$ cat config.mk
export PLATFORM = sky130hd
export DESIGN_NAME = mem_access_unit
export DESIGN_NICKNAME = d
export VERILOG_FILES = /design/src/rtl/mem_access_unit.sv
export SDC_FILE = /design/constraint.sdc
export NUM_CORES = 1
export LEC_CHECK = 0
export CAP_MARGIN = 20
export CORE_MARGIN = 10
export CORE_UTILIZATION = 30
export DETAILED_ROUTE_END_ITERATION = 10
export PLACE_DENSITY_LB_ADDON = 0.08
export SYNTH_ARGS = -nofsm -noshare
export SYNTH_HDL_FRONTEND = slang
export SYNTH_SLANG_ARGS = --single-unit
$ cat constraint.sdc
create_clock -name clk -period 5.8 [get_ports clk]
set_clock_uncertainty 0.1 [all_clocks]
set_input_delay 0.58 -clock clk [delete_from_list [all_inputs] [get_ports clk]]
set_output_delay 0.58 -clock clk [all_outputs]
set_load 0.05 [all_outputs]
$ cat src/rtl/mem_access_unit.sv
// mem_access_unit
// MEM-stage data-memory access unit. Turns decoded load/store requests into
// word-wide transactions on a req/ack memory port. Sub-word stores are done
// as read-modify-write, and loads are sign- or zero-extended. All outputs are
// registered. Illegal requests complete through the ERR state with error=1.

module mem_access_unit #(
  parameter int ADDR_WIDTH = 32
) (
  input  logic                  clk,
  input  logic                  rst,
  input  logic                  req_valid,
  input  logic                  load,
  input  logic                  store,
  input  logic [2:0]            memory_mode,
  input  logic [ADDR_WIDTH-1:0] addr,
  input  logic [31:0]           wdata,
  output logic                  busy,
  output logic                  done,
  output logic                  error,
  output logic [31:0]           rdata,
  output logic                  mem_req,
  output logic                  mem_we,
  output logic [ADDR_WIDTH-1:0] mem_addr,
  output logic [31:0]           mem_wdata,
  input  logic [31:0]           mem_rdata,
  input  logic                  mem_ack
);

  // Access modes as carried in opcode[2:0]
  localparam logic [2:0] MODE_B  = 3'b000;
  localparam logic [2:0] MODE_H  = 3'b001;
  localparam logic [2:0] MODE_W  = 3'b011;
  localparam logic [2:0] MODE_BU = 3'b100;
  localparam logic [2:0] MODE_HU = 3'b101;

  typedef enum logic [2:0] {
    ST_IDLE  = 3'd0,
    ST_READ  = 3'd1,
    ST_WRITE = 3'd2,
    ST_DONE  = 3'd3,
    ST_ERR   = 3'd4
  } state_t;

  // ---------------------------------------------------------------------------
  // Lane helpers (little-endian: byte k lives in bits [8k+7:8k])
  // ---------------------------------------------------------------------------

  // Pick the addressed byte lane out of a memory word
  function automatic logic [7:0] f_lane_byte(input logic [31:0] word,
                                             input logic [1:0]  off);
    logic [7:0] res;
    case (off)
      2'd0:    res = word[7:0];
      2'd1:    res = word[15:8];
      2'd2:    res = word[23:16];
      2'd3:    res = word[31:24];
      default: res = word[7:0];
    endcase
    return res;
  endfunction

  // Pick the addressed half-word lane; off[0] is known to be zero here
  function automatic logic [15:0] f_lane_half(input logic [31:0] word,
                                              input logic [1:0]  off);
    logic [15:0] res;
    if (off[1]) begin
      res = word[31:16];
    end else begin
      res = word[15:0];
    end
    return res;
  endfunction

  // Extract the addressed lane and sign/zero extend it to 32 bits
  function automatic logic [31:0] f_extend(input logic [31:0] word,
                                           input logic [2:0]  mode,
                                           input logic [1:0]  off);
    logic [7:0]  b;
    logic [15:0] h;
    logic [31:0] res;
    b = f_lane_byte(word, off);
    h = f_lane_half(word, off);
    case (mode)
      MODE_B:  res = {{24{b[7]}}, b};
      MODE_H:  res = {{16{h[15]}}, h};
      MODE_BU: res = {24'h00_0000, b};
      MODE_HU: res = {16'h0000, h};
      MODE_W:  res = word;
      default: res = word;
    endcase
    return res;
  endfunction

  // Merge right-aligned store data into the addressed lane of a memory word
  function automatic logic [31:0] f_merge(input logic [31:0] word,
                                          input logic [31:0] data,
                                          input logic [2:0]  mode,
                                          input logic [1:0]  off);
    logic [31:0] res;
    res = word;
    case (mode)
      MODE_B: begin
        case (off)
          2'd0:    res[7:0]   = data[7:0];
          2'd1:    res[15:8]  = data[7:0];
          2'd2:    res[23:16] = data[7:0];
          2'd3:    res[31:24] = data[7:0];
          default: res        = word;
        endcase
      end
      MODE_H: begin
        if (off[1]) begin
          res[31:16] = data[15:0];
        end else begin
          res[15:0] = data[15:0];
        end
      end
      default: res = data;
    endcase
    return res;
  endfunction

  // ---------------------------------------------------------------------------
  // State and output registers
  // ---------------------------------------------------------------------------
  state_t                r_state;
  logic                  r_busy;
  logic                  r_done;
  logic                  r_error;
  logic [31:0]           r_rdata;
  logic                  r_mem_req;
  logic                  r_mem_we;
  logic [ADDR_WIDTH-1:0] r_mem_addr;
  logic [31:0]           r_mem_wdata;

  // Request fields captured at accept time for use in later states
  logic                  r_is_load;
  logic [2:0]            r_mode;
  logic [1:0]            r_off;
  logic [31:0]           r_wdata;

  // ---------------------------------------------------------------------------
  // Request decode
  // ---------------------------------------------------------------------------
  logic                  w_is_half;
  logic                  w_is_word;
  logic                  w_bad_mode;
  logic                  w_bad_op;
  logic                  w_bad_sign;
  logic                  w_misalign;
  logic                  w_reject;
  logic                  w_word_store;
  logic [ADDR_WIDTH-1:0] w_word_addr;

  // Classify the incoming request and decide whether it must be rejected
  always_comb begin
    w_is_half  = 1'b0;
    w_is_word  = 1'b0;
    w_bad_mode = 1'b0;
    case (memory_mode)
      MODE_B, MODE_BU: w_is_half  = 1'b0;
      MODE_H, MODE_HU: w_is_half  = 1'b1;
      MODE_W:          w_is_word  = 1'b1;
      default:         w_bad_mode = 1'b1;
    endcase
    // Exactly one of load/store must be set
    w_bad_op     = (load == store);
    // Unsigned modes only make sense for loads
    w_bad_sign   = store & memory_mode[2];
    w_misalign   = (w_is_half & addr[0]) |
                   (w_is_word & (addr[1:0] != 2'b00));
    w_reject     = w_bad_op | w_bad_mode | w_bad_sign | w_misalign;
    w_word_store = store & ~load & w_is_word;
    w_word_addr  = {addr[ADDR_WIDTH-1:2], 2'b00};
  end

  // ---------------------------------------------------------------------------
  // Main FSM with registered outputs
  // ---------------------------------------------------------------------------

  // Sequence accept -> (read) -> (write) -> done/err and drive the memory port
  always_ff @(posedge clk or posedge rst) begin
    if (rst) begin
      r_state     <= ST_IDLE;
      r_busy      <= 1'b0;
      r_done      <= 1'b0;
      r_error     <= 1'b0;
      r_rdata     <= 32'h0000_0000;
      r_mem_req   <= 1'b0;
      r_mem_we    <= 1'b0;
      r_mem_addr  <= '0;
      r_mem_wdata <= 32'h0000_0000;
      r_is_load   <= 1'b0;
      r_mode      <= 3'b000;
      r_off       <= 2'b00;
      r_wdata     <= 32'h0000_0000;
    end else begin
      case (r_state)
        ST_IDLE: begin
          r_done  <= 1'b0;
          r_error <= 1'b0;
          if (req_valid) begin
            r_busy <= 1'b1;
            if (w_reject) begin
              // Rejected request: report immediately, memory port untouched
              r_state <= ST_ERR;
              r_done  <= 1'b1;
              r_error <= 1'b1;
            end else begin
              r_is_load  <= load;
              r_mode     <= memory_mode;
              r_off      <= addr[1:0];
              r_wdata    <= wdata;
              r_mem_addr <= w_word_addr;
              r_mem_req  <= 1'b1;
              if (w_word_store) begin
                // Full-word store needs no read leg
                r_mem_we    <= 1'b1;
                r_mem_wdata <= wdata;
                r_state     <= ST_WRITE;
              end else begin
                r_mem_we <= 1'b0;
                r_state  <= ST_READ;
              end
            end
          end else begin
            r_busy <= 1'b0;
          end
        end

        ST_READ: begin
          if (mem_ack) begin
            if (r_is_load) begin
              r_rdata   <= f_extend(mem_rdata, r_mode, r_off);
              r_mem_req <= 1'b0;
              r_busy    <= 1'b0;
              r_done    <= 1'b1;
              r_state   <= ST_DONE;
            end else begin
              // Sub-word store: keep mem_req high and issue the merged write
              r_mem_wdata <= f_merge(mem_rdata, r_wdata, r_mode, r_off);
              r_mem_we    <= 1'b1;
              r_state     <= ST_WRITE;
            end
          end else begin
            r_state <= ST_READ;
          end
        end

        ST_WRITE: begin
          if (mem_ack) begin
            r_mem_req <= 1'b0;
            r_mem_we  <= 1'b0;
            r_busy    <= 1'b0;
            r_done    <= 1'b1;
            r_state   <= ST_DONE;
          end else begin
            r_state <= ST_WRITE;
          end
        end

        ST_DONE: begin
          // One-cycle completion pulse; the request is ignored here
          r_done  <= 1'b0;
          r_error <= 1'b0;
          r_busy  <= 1'b0;
          r_state <= ST_IDLE;
        end

        ST_ERR: begin
          r_done  <= 1'b0;
          r_error <= 1'b0;
          r_busy  <= 1'b0;
          r_state <= ST_IDLE;
        end

        default: begin
          r_state   <= ST_IDLE;
          r_busy    <= 1'b0;
          r_done    <= 1'b0;
          r_error   <= 1'b0;
          r_mem_req <= 1'b0;
          r_mem_we  <= 1'b0;
        end
      endcase
    end
  end

  assign busy      = r_busy;
  assign done      = r_done;
  assign error     = r_error;
  assign rdata     = r_rdata;
  assign mem_req   = r_mem_req;
  assign mem_we    = r_mem_we;
  assign mem_addr  = r_mem_addr;
  assign mem_wdata = r_mem_wdata;

endmodule
==> impl_metrics.json, run 1 <==
{
  "crit_arrival_ns": 3.62,
  "crit_path_top_delay_cell": "nor2_4",
  "end_kind": "flip-flop",
  "slowest_delay_ns": 0.78,
  "start_util_pct": 30.28,
  "grt_max_degree": 93,
  "num_io_pins": 206,
  "drt_first_pass_iters": 5,
  "cts_buffer_depth": 2,
  "maxCapViolations": 0,
  "swShare_pct": 46.16,
  "fin_nets": 987,
  "reg2reg_depth": 5,
  "grt_pass1_vias": 6625,
  "gr-total-overflow": 0,
  "period_minus_slack_ns": 3.410,
  "timing.fmax_ghz": 0.2932,
  "cts-root-buf": "clkbuf_16",
  "setup_viol_count_final": 0,
  "rsz0062_at_grt": "no",
  "slew_violations": 0,
  "synth.most_common_cell": "dfrtp_1",
  "clk_pin_slew_ns": 0.06,
  "gp_congestion": 0.8245,
  "syn_avg_cell_area_um2": 10.37,
  "synth_area_leaders": "dfrtp_1 (48%), mux2_2 (11%), nor2_1 (3.5%)",
  "status": "finished clean",
  "die_x_um": 176.0,
  "ctsResizeCount": 0,
  "drc": 0,
  "yosysSeqAreaShare_pct": 48.00,
  "worst_pin_slew_ns": 0.9831,
  "max_slew_margin_pct": 34.45,
  "crit_fanout": 33,
  "dieArea_um2": 30970,
  "vias_per_cell": 5.131,
  "ant_nets": 0,
  "h-tree-depth": 4,
  "clock-sinks": 140,
  "wirelength_um": 25980,
  "grt_pass1_wl_um": 40120,
  "internal_power_mw": 3.000,
  "combPwrFrac_pct": 51.3,
  "synthTopCellsByCount": "dfrtp_1 (140), mux2_2 (74), nor2_1 (69)",
  "ys_ff_latch": 140,
  "synthFlopType": "dfrtp_1",
  "track_usage_pct": 16.66,
  "die_h_um": 176.0,
  "powerDensity_nw_per_um2": 551.0,
  "crit_type": "in -> reg",
  "hold_violations": 0,
  "drive_gt1_share_pct": 14.32,
  "synth_largest_area_cell": "dfrtp_1",
  "hold_depth": 1,
  "hold_path.class": "reg -> reg",
  "postCtsSetupRepairBufs": 0,
  "cp.required_ns": 6.01,
  "avgRoutedWirePerCell_um": 21.33,
  "synth_warnings": 0,
  "synthesis.area_um2": 7298,
  "path_buf_inv": 3,
  "route.vias.total": 6249,
  "row_count": 57,
  "path_cells": "clkdlybuf4s50_1, inv_1, ha_1, a221oi_2, o21ai_1, nor2_4, buf_4, mux2_2",
  "cts_tree": "yes",
  "drt-initial-drc-count": 450,
  "fillCellCount": 2389,
  "path_delay_family": "buffers and inverters",
  "io_buffers": 203,
  "clkPwrFrac_pct": 18.8,
  "startpoint_type": "primary input",
  "ff2ff_setup_slack_ns": 2.79,
  "postCtsHoldBufs": 0,
  "min_from": "rdata[8]$_DFFE_PP0P_",
  "leakage_nw": 4.236,
  "holdWs_ns": 0.3780,
  "netSwitchingPower_mw": 2.572,
  "worstReg2RegEnd": "mem_addr[7]$_DFFE_PP0P_",
  "hold_path_end": "rdata[8]$_DFFE_PP0P_",
  "setup_tns_ns": 0,
  "hpwlAfterDp_um": 19570,
  "antenna_found_initial": 0,
  "placedInstanceArea_um2": 9523,
  "ir_worst_vdd_mv": 0.2871,
  "r2r-start": "r_state[0]$_DFFE_PP0N_",
  "cts_buffers": 17,
  "antenna_cells": 0,
  "fin_crit_sh_pct": 58.80,
  "final_util_pct": 41.95,
  "ys_types": 55,
  "coreArea_um2": 24110,
  "share_seq_of_total_power_pct": 29.8,
  "async_flop_share_pct": 100.0,
  "synthCells": 704,
  "clk_latency_ns": 0.43,
  "area_delta_synth_final_pct": 38.56,
  "synth_top_area_share_pct": 48.00,
  "fin_area_um2": 10110,
  "synth_edf_count": 0
}
through the flow:
step	setup WS (ns)	cells	power, mW
floorplan	1.367	705	3.536
global placement	1.989	1185	4.526
detailed placement	1.886	1185	4.556
CTS	2.337	1217	5.631
global route	2.098	1218	5.885
finish	2.390	1218	5.572
power by group through the flow:
stage,Clock (mW),Sequential (mW),Combinational [mW]
4_1_cts,1.07,1.67,2.89
2_1_floorplan,0,2.65,0.885
3_3_place_gp,0,1.67,2.86
3_5_place_dp,0,1.68,2.88
5_1_grt,1.12,1.72,3.05
6_report,1.05,1.66,2.86
metal layers:
metal / track usage, % / wire length (µm) / vias up
li1: - / - / 2920
met1: 21.22 / 11540 / 3078
met2: 25.60 / 11840 / 226
met3: 6.450 / 2165 / 25
met4: 5.087 / 436 / 0
met5: 0 / 0 / -
logic make-up (layout without fill, tap and decap cells):
group / Yosys count / after routing / synth area share, %
muxes: 96 / 96 / 14.71
adders and majority gates: 1 / 1 / 0.1714
AOI/OAI and AO/OA: 197 / 197 / 18.77
other: 1 / 2 / 0.05138
DFF: 140 / 140 / 48.00
buffers and inverters: 70 / 259 / 4.766
and+or+nand+nor: 199 / 199 / 13.53
worst reg2reg max path: stages, from the launching register on:
cell and delay (ns):
dfrtp_1 0.59, nor2_1 0.26, nand3b_1 0.21, nor2_4 0.77
buf_4 0.54, mux2_2 0.42
placed cells by master, fill, tap and decap left out, types with 9 or more instances in the layout:
cell and instances:
mux2i_1 18, nor2b_1 14, clkdlybuf4s50_1 203, mux2_2 74, a221oi_1 15, a21oi_1 31
and3_1 13, nand2b_1 13, a21o_1 11, buf_4 9, dfrtp_1 140, and2_1 18
nand2_1 46, nor2_1 68, inv_1 13, nand3_1 9, o21ai_0 37, a31oi_1 17
o31ai_1 26, clkbuf_16 17
state kept, by name, summed over array words and instances, names as in the netlist, 2 cells and up:
name	cells
r_state	3
r_mode	3
r_off	2
mem_wdata	32
r_wdata	32
mem_addr	30
rdata	32
cell type report:
cell class / instances / area (µm²) / share of cell area (%)
clock buffer: 19 / 442.9 / 4.380
clock inverter: 13 / 118.9 / 1.175
inverter: 14 / 57.56 / 0.5692
multi-input combinational: 495 / 3457 / 34.19
sequential: 140 / 3503 / 34.64
tap: 324 / 405.4 / 4.009
timing repair buffer: 213 / 2127 / 21.03
worst max-delay path by stage:
stage / startpoint / end / cells past startpoint
after floorplan: rst / busy$_DFFE_PP0P_ / 1
after global placement: load / mem_addr[5]$_DFFE_PP0P_ / 8
after detailed placement: load / mem_addr[7]$_DFFE_PP0P_ / 8
after CTS: load / mem_addr[7]$_DFFE_PP0P_ / 8
after global routing: load / mem_addr[7]$_DFFE_PP0P_ / 8
final: load / mem_addr[7]$_DFFE_PP0P_ / 8
No activity file was read; power rests on OpenSTA's default activity.
==> inputs of run 2 (changes only) <==
clock period = 2.8 ns   (was 5.8 ns; I/O delays follow)
==> run 2 against run 1 <==
Against the previous run: largest cell class unchanged; critical path type is now reg -> reg; via count is 1.9% higher; sequential cell count unchanged; setup slack worse by 2.0 ns; worst hold slack lost 0.24 ns; utilization up 1.3 points; final area rose by 3.1%; global-route usage rose by 0.098 points.
==> impl_metrics.json, run 2 (synthesis results as in run 1) <==
{
  "cts_tree": "yes",
  "seq_area_um2": 3503,
  "drt_first_pass_iters": 5,
  "wirelength_um": 26010,
  "share_seq_of_total_power_pct": 29.5,
  "dieArea_um2": 30970,
  "grt_pass1_vias": 6808,
  "final_util_pct": 43.26,
  "placedInstanceArea_um2": 9829,
  "status": "finished clean",
  "ir_worst_vdd_mv": 0.5799,
  "setup_tns_ns": 0,
  "coreArea_um2": 24110,
  "gp_congestion": 0.8602,
  "row_count": 57,
  "grt_pass1_wl_um": 40800,
  "finalWorstSetupSlack_ns": 0.4301,
  "holdWs_ns": 0.1368,
  "hold_violations": 0,
  "gr-total-overflow": 0,
  "drt-initial-drc-count": 428,
  "mostFrequentLayoutCells": "clkdlybuf4s50_1 (203), dfrtp_1 (140), mux2_2 (74)",
  "avgRoutedWirePerCell_um": 20.86,
  "worst_pin_slew_ns": 0.8297,
  "fillCellCount": 2345,
  "postCtsHoldBufs": 0,
  "area_delta_synth_final_pct": 42.89,
  "ant_nets": 0,
  "clock-sinks": 140,
  "clk_pin_slew_ns": 0.06,
  "route.vias.total": 6369,
  "layout.cells.non_filler": 1247,
  "combPwrFrac_pct": 50.8,
  "die_h_um": 176.0,
  "layout_commonest_cell": "clkdlybuf4s50_1",
  "multi_input_area_um2": 3453,
  "period_minus_slack_ns": 2.370,
  "h-tree-depth": 4,
  "clkPwrFrac_pct": 19.7,
  "end_kind": "flip-flop",
  "leakage_nw": 4.423,
  "clk_latency_ns": 0.42,
  "postCtsSetupRepairBufs": 0,
  "crit_type": "reg -> reg",
  "swShare_pct": 45.00,
  "slew_violations": 0,
  "fin_area_um2": 10430,
  "dp_slack_ns": 0.2554,
  "grt_max_degree": 51,
  "ctsResizeCount": 0,
  "ff2ff_setup_slack_ns": 0.43,
  "fin_crit_sh_pct": 84.64,
  "rsz0062_at_grt": "no",
  "io_buffers": 203,
  "hold_path.class": "in -> async",
  "die_x_um": 176.0,
  "setup_viol_count_final": 0,
  "drc": 0,
  "fin_nets": 1017,
  "startpoint_type": "flip-flop",
  "powerDensity_nw_per_um2": 1134,
  "hpwlAfterDp_um": 20250,
  "cts_buffer_depth": 2,
  "cts-root-buf": "clkbuf_16",
  "vias_per_cell": 5.107,
  "timing.fmax_ghz": 0.4220,
  "internal_power_mw": 6.505,
  "num_io_pins": 206,
  "netSwitchingPower_mw": 5.323,
  "drive_gt1_share_pct": 17.01,
  "maxCapViolations": 0,
  "start_util_pct": 30.28,
  "antenna_cells": 0,
  "track_usage_pct": 16.76,
  "max_slew_margin_pct": 43.26,
  "cp.required_ns": 2.97,
  "crit_arrival_ns": 2.54,
  "crit_fanout": 40,
  "cts_buffers": 17,
  "total_power_mw": 11.83,
  "antenna_found_initial": 0,
  "dp_cells": 1216
}
-- run 2: cell type report --
type,instances,area share [%]
clock buffers,19,4.343
clock inverters,12,1.404
inverters,14,0.5399
multi-input cells,495,33.11
flip-flops and latches,140,33.59
well taps,324,3.887
repair buffers,243,23.12
-- run 2: critical path, cell delays in order (launching register included) --
cell,delay [ns]
dfrtp_1,0.52
nor2_1,0.34
nand2_1,0.15
buf_12,0.19
a2111oi_0,0.74
o31ai_1,0.16
-- run 2: worst paths after layout --
path                                   startpoint                        end  depth (start not counted)
hold / removal                                rst  mem_wdata[25]$_DFFE_PP0P_                          2
setup reg to reg           r_state[2]$_DFFE_PP0N_  mem_wdata[11]$_DFFE_PP0P_                          5
max in group asynchronous                     rst      rdata[15]$_DFFE_PP0P_                          3
min in group clk                         addr[31]   mem_addr[31]$_DFFE_PP0P_                          2
setup / recovery           r_state[2]$_DFFE_PP0N_  mem_wdata[11]$_DFFE_PP0P_                          5
hold reg to reg              rdata[8]$_DFFE_PP0P_       rdata[8]$_DFFE_PP0P_                          1
-- run 2: power by group through the flow --
stage | registers, mW | clock network, mW | logic (mW)
after floorplan | 5.49 | 0 | 1.83
after global placement | 3.49 | 0 | 6.00
after detailed placement | 3.52 | 0 | 6.04
after CTS | 3.50 | 2.38 | 6.06
after global routing | 3.61 | 2.47 | 6.41
final | 3.49 | 2.33 | 6.01
-- run 2: routing by layer --
metal	part of all wire [%]	track usage, %
met2	46	26.38
met1	44	21.30
met3	8.5	6.215
met5	0	0
met4	1.3	4.274
==> inputs of run 3 (changes only) <==
clock period = 1.9 ns   (was 2.8 ns; I/O delays follow)
==> run 3 against run 2 <==
Against the previous run: clock-buffer cell count stayed put; first-iteration DRC count increased by 19%; the run now ends with negative setup slack left; total power grew 50%; critical endpoint is now rdata[19]$_DFFE_PP0P_; wire length up 7.6%; setup slack got worse by 0.49 ns; largest cell class is now multi-input combinational cells; final cell count up 6.2%.
==> impl_metrics.json, run 3 (synthesis results as in run 1) <==
{
  "drt_first_pass_iters": 5,
  "violations": "negative setup slack",
  "clock-sinks": 140,
  "crit_type": "reg -> reg",
  "die_x_um": 176.0,
  "io_buffers": 203,
  "path_delay_family": "multiplexers",
  "track_usage_pct": 17.22,
  "cp.required_ns": 2.10,
  "avgRoutedWirePerCell_um": 21.14,
  "finalWorstSetupSlack_ns": -0.06256,
  "setup_viol_count_final": 20,
  "grt_pass1_vias": 7200,
  "clk_latency_ns": 0.43,
  "cp_num_cells": 5,
  "hold_path.class": "in -> async",
  "layout_commonest_cell": "buf_4",
  "row_count": 57,
  "dp_slack_ns": -0.5028,
  "hold_violations": 0,
  "drive_gt1_share_pct": 33.80,
  "drt-initial-drc-count": 511,
  "worst_pin_slew_ns": 0.5291,
  "crit_arrival_ns": 2.17,
  "h-tree-depth": 4,
  "cts_tree": "yes",
  "area_delta_synth_final_pct": 57.38,
  "grt_max_degree": 62,
  "startpoint_type": "flip-flop",
  "clk_pin_slew_ns": 0.06,
  "gr-total-overflow": 0,
  "max_slew_margin_pct": 64.67,
  "powerDensity_nw_per_um2": 1549,
  "timing.fmax_ghz": 0.5095,
  "coreArea_um2": 24110,
  "antenna_cells": 0,
  "dieArea_um2": 30970,
  "die_h_um": 176.0,
  "reg2reg_depth": 5,
  "start_util_pct": 30.28,
  "cts-root-buf": "clkbuf_16",
  "fin_area_um2": 11490,
  "ant_nets": 0,
  "drc": 0,
  "period_minus_slack_ns": 1.963,
  "hpwlAfterDp_um": 20980,
  "status": "complete, but fails checks",
  "fin_nets": 1093,
  "rsz0062_at_grt": "yes",
  "fin_crit_sh_pct": 103.3,
  "num_io_pins": 206,
  "antenna_found_initial": 0,
  "slew_violations": 0,
  "crit_fanout": 16,
  "gp_congestion": 0.8816,
  "crit_path_top_delay_cell": "mux4_2",
  "path_buf_inv": 1,
  "vias_per_cell": 5.088,
  "maxCapViolations": 0,
  "mostFrequentLayoutCells": "buf_4 (144), dfrtp_1 (136), clkdlybuf4s50_1 (102)",
  "cts_buffers": 17,
  "placedInstanceArea_um2": 10190,
  "end_kind": "flip-flop",
  "route.vias.total": 6736,
  "ir_worst_vdd_mv": 0.7264,
  "slowest_delay_ns": 0.56,
  "wirelength_um": 27990,
  "cts_buffer_depth": 2,
  "grt_pass1_wl_um": 42050,
  "leakage_nw": 5.402,
  "path_cells": "mux4_2, mux2_4, a21oi_4, buf_12, a21oi_1"
}
==> run 3: cell types whose count changed in the layout (fill, tap and decap cells not counted), sizes merged <==
cell	change
clkinv	-1
inv	+1
clkbuf	+5
dlymetal6s2s	+32
dlygate4sd3	+1
clkdlybuf4s50	-101
buf	+127
dlygate4sd2	+12
bufinv	-2
clkinvlp	+3
==> run 3: worst reg2reg max path, stage by stage (launching register included) <==
cell and delay (ns):
dfrtp_2 0.45, mux4_2 0.56, mux2_4 0.30, a21oi_4 0.19
buf_12 0.16, a21oi_1 0.08
==> run 3: repair_timing <==
| item | CTS | global route |
|---|---|---|
| gates resized for setup | 60 | 82 |
| setup buffers | 2 | 8 |
| pin swaps | 2 | 9 |
| cloned | 1 | 7 |
| endpoints found under the hold margin | 0 | 1 |
| hold buffers | 0 | 1 |
| endpoints found under the setup margin | 116 | 153 |
==> run 3: worst paths after layout <==
check,from,to,slack [ns]
setup / recovery,r_off[1]$_DFFE_PP0P_,rdata[19]$_DFFE_PP0P_,-0.06
hold / removal,rst,mem_addr[17]$_DFFE_PP0P_,0.14
setup reg to reg,r_off[1]$_DFFE_PP0P_,rdata[19]$_DFFE_PP0P_,-0.06
hold reg to reg,rdata[13]$_DFFE_PP0P_,rdata[13]$_DFFE_PP0P_,0.38
max in group asynchronous,rst,r_wdata[21]$_DFFE_PP0P_,1.20
min in group clk,addr[2],mem_addr[2]$_DFFE_PP0P_,0.27
==> run 3: cell type report <==
cell class              instances  area [µm²]
flip-flops and latches        140        3508
clock buffers                  19       432.9
multi-input cells             495        3846
inverters                      14       56.30
fillers                      2305       12620
repair buffers                319        3117
clock inverters                13       120.1
well taps                     324       405.4
==> run 3: routing by layer <==
layer	part of all wire (%)	GRT usage (%)	vias to the layer above
met4	1.4	4.910	0
met3	7.6	6.130	26
met1	44	21.53	3349
li1	-	-	3123
met5	0	0	-
met2	47	27.51	238
==> run 3: stage by stage <==
step | hold slack, ns | total power [mW] | cells | setup TNS [ns] | util [%]
2_1_floorplan | 0.2247 | 10.79 | 705 | -19.47 | -
3_3_place_gp | 0.3652 | 14.14 | 1273 | -47.60 | 42.27
3_5_place_dp | 0.3779 | 14.27 | 1273 | -51.64 | 42.27
4_1_cts | 0.1532 | 17.68 | 1308 | -1.965 | 45.49
5_1_grt | 0.1648 | 18.79 | 1324 | -1.979 | 47.65
6_report | 0.1381 | 17.79 | 1324 | -0.8250 | 47.65
==> run 3: power by group <==
part | internal [mW] | switching [mW] | leakage (nW)
sequential | 4.21 | 0.899 | 1.74
clock | 1.80 | 1.35 | 0.252
combinational | 3.51 | 6.02 | 3.41
total | 9.52 | 8.27 | 5.40
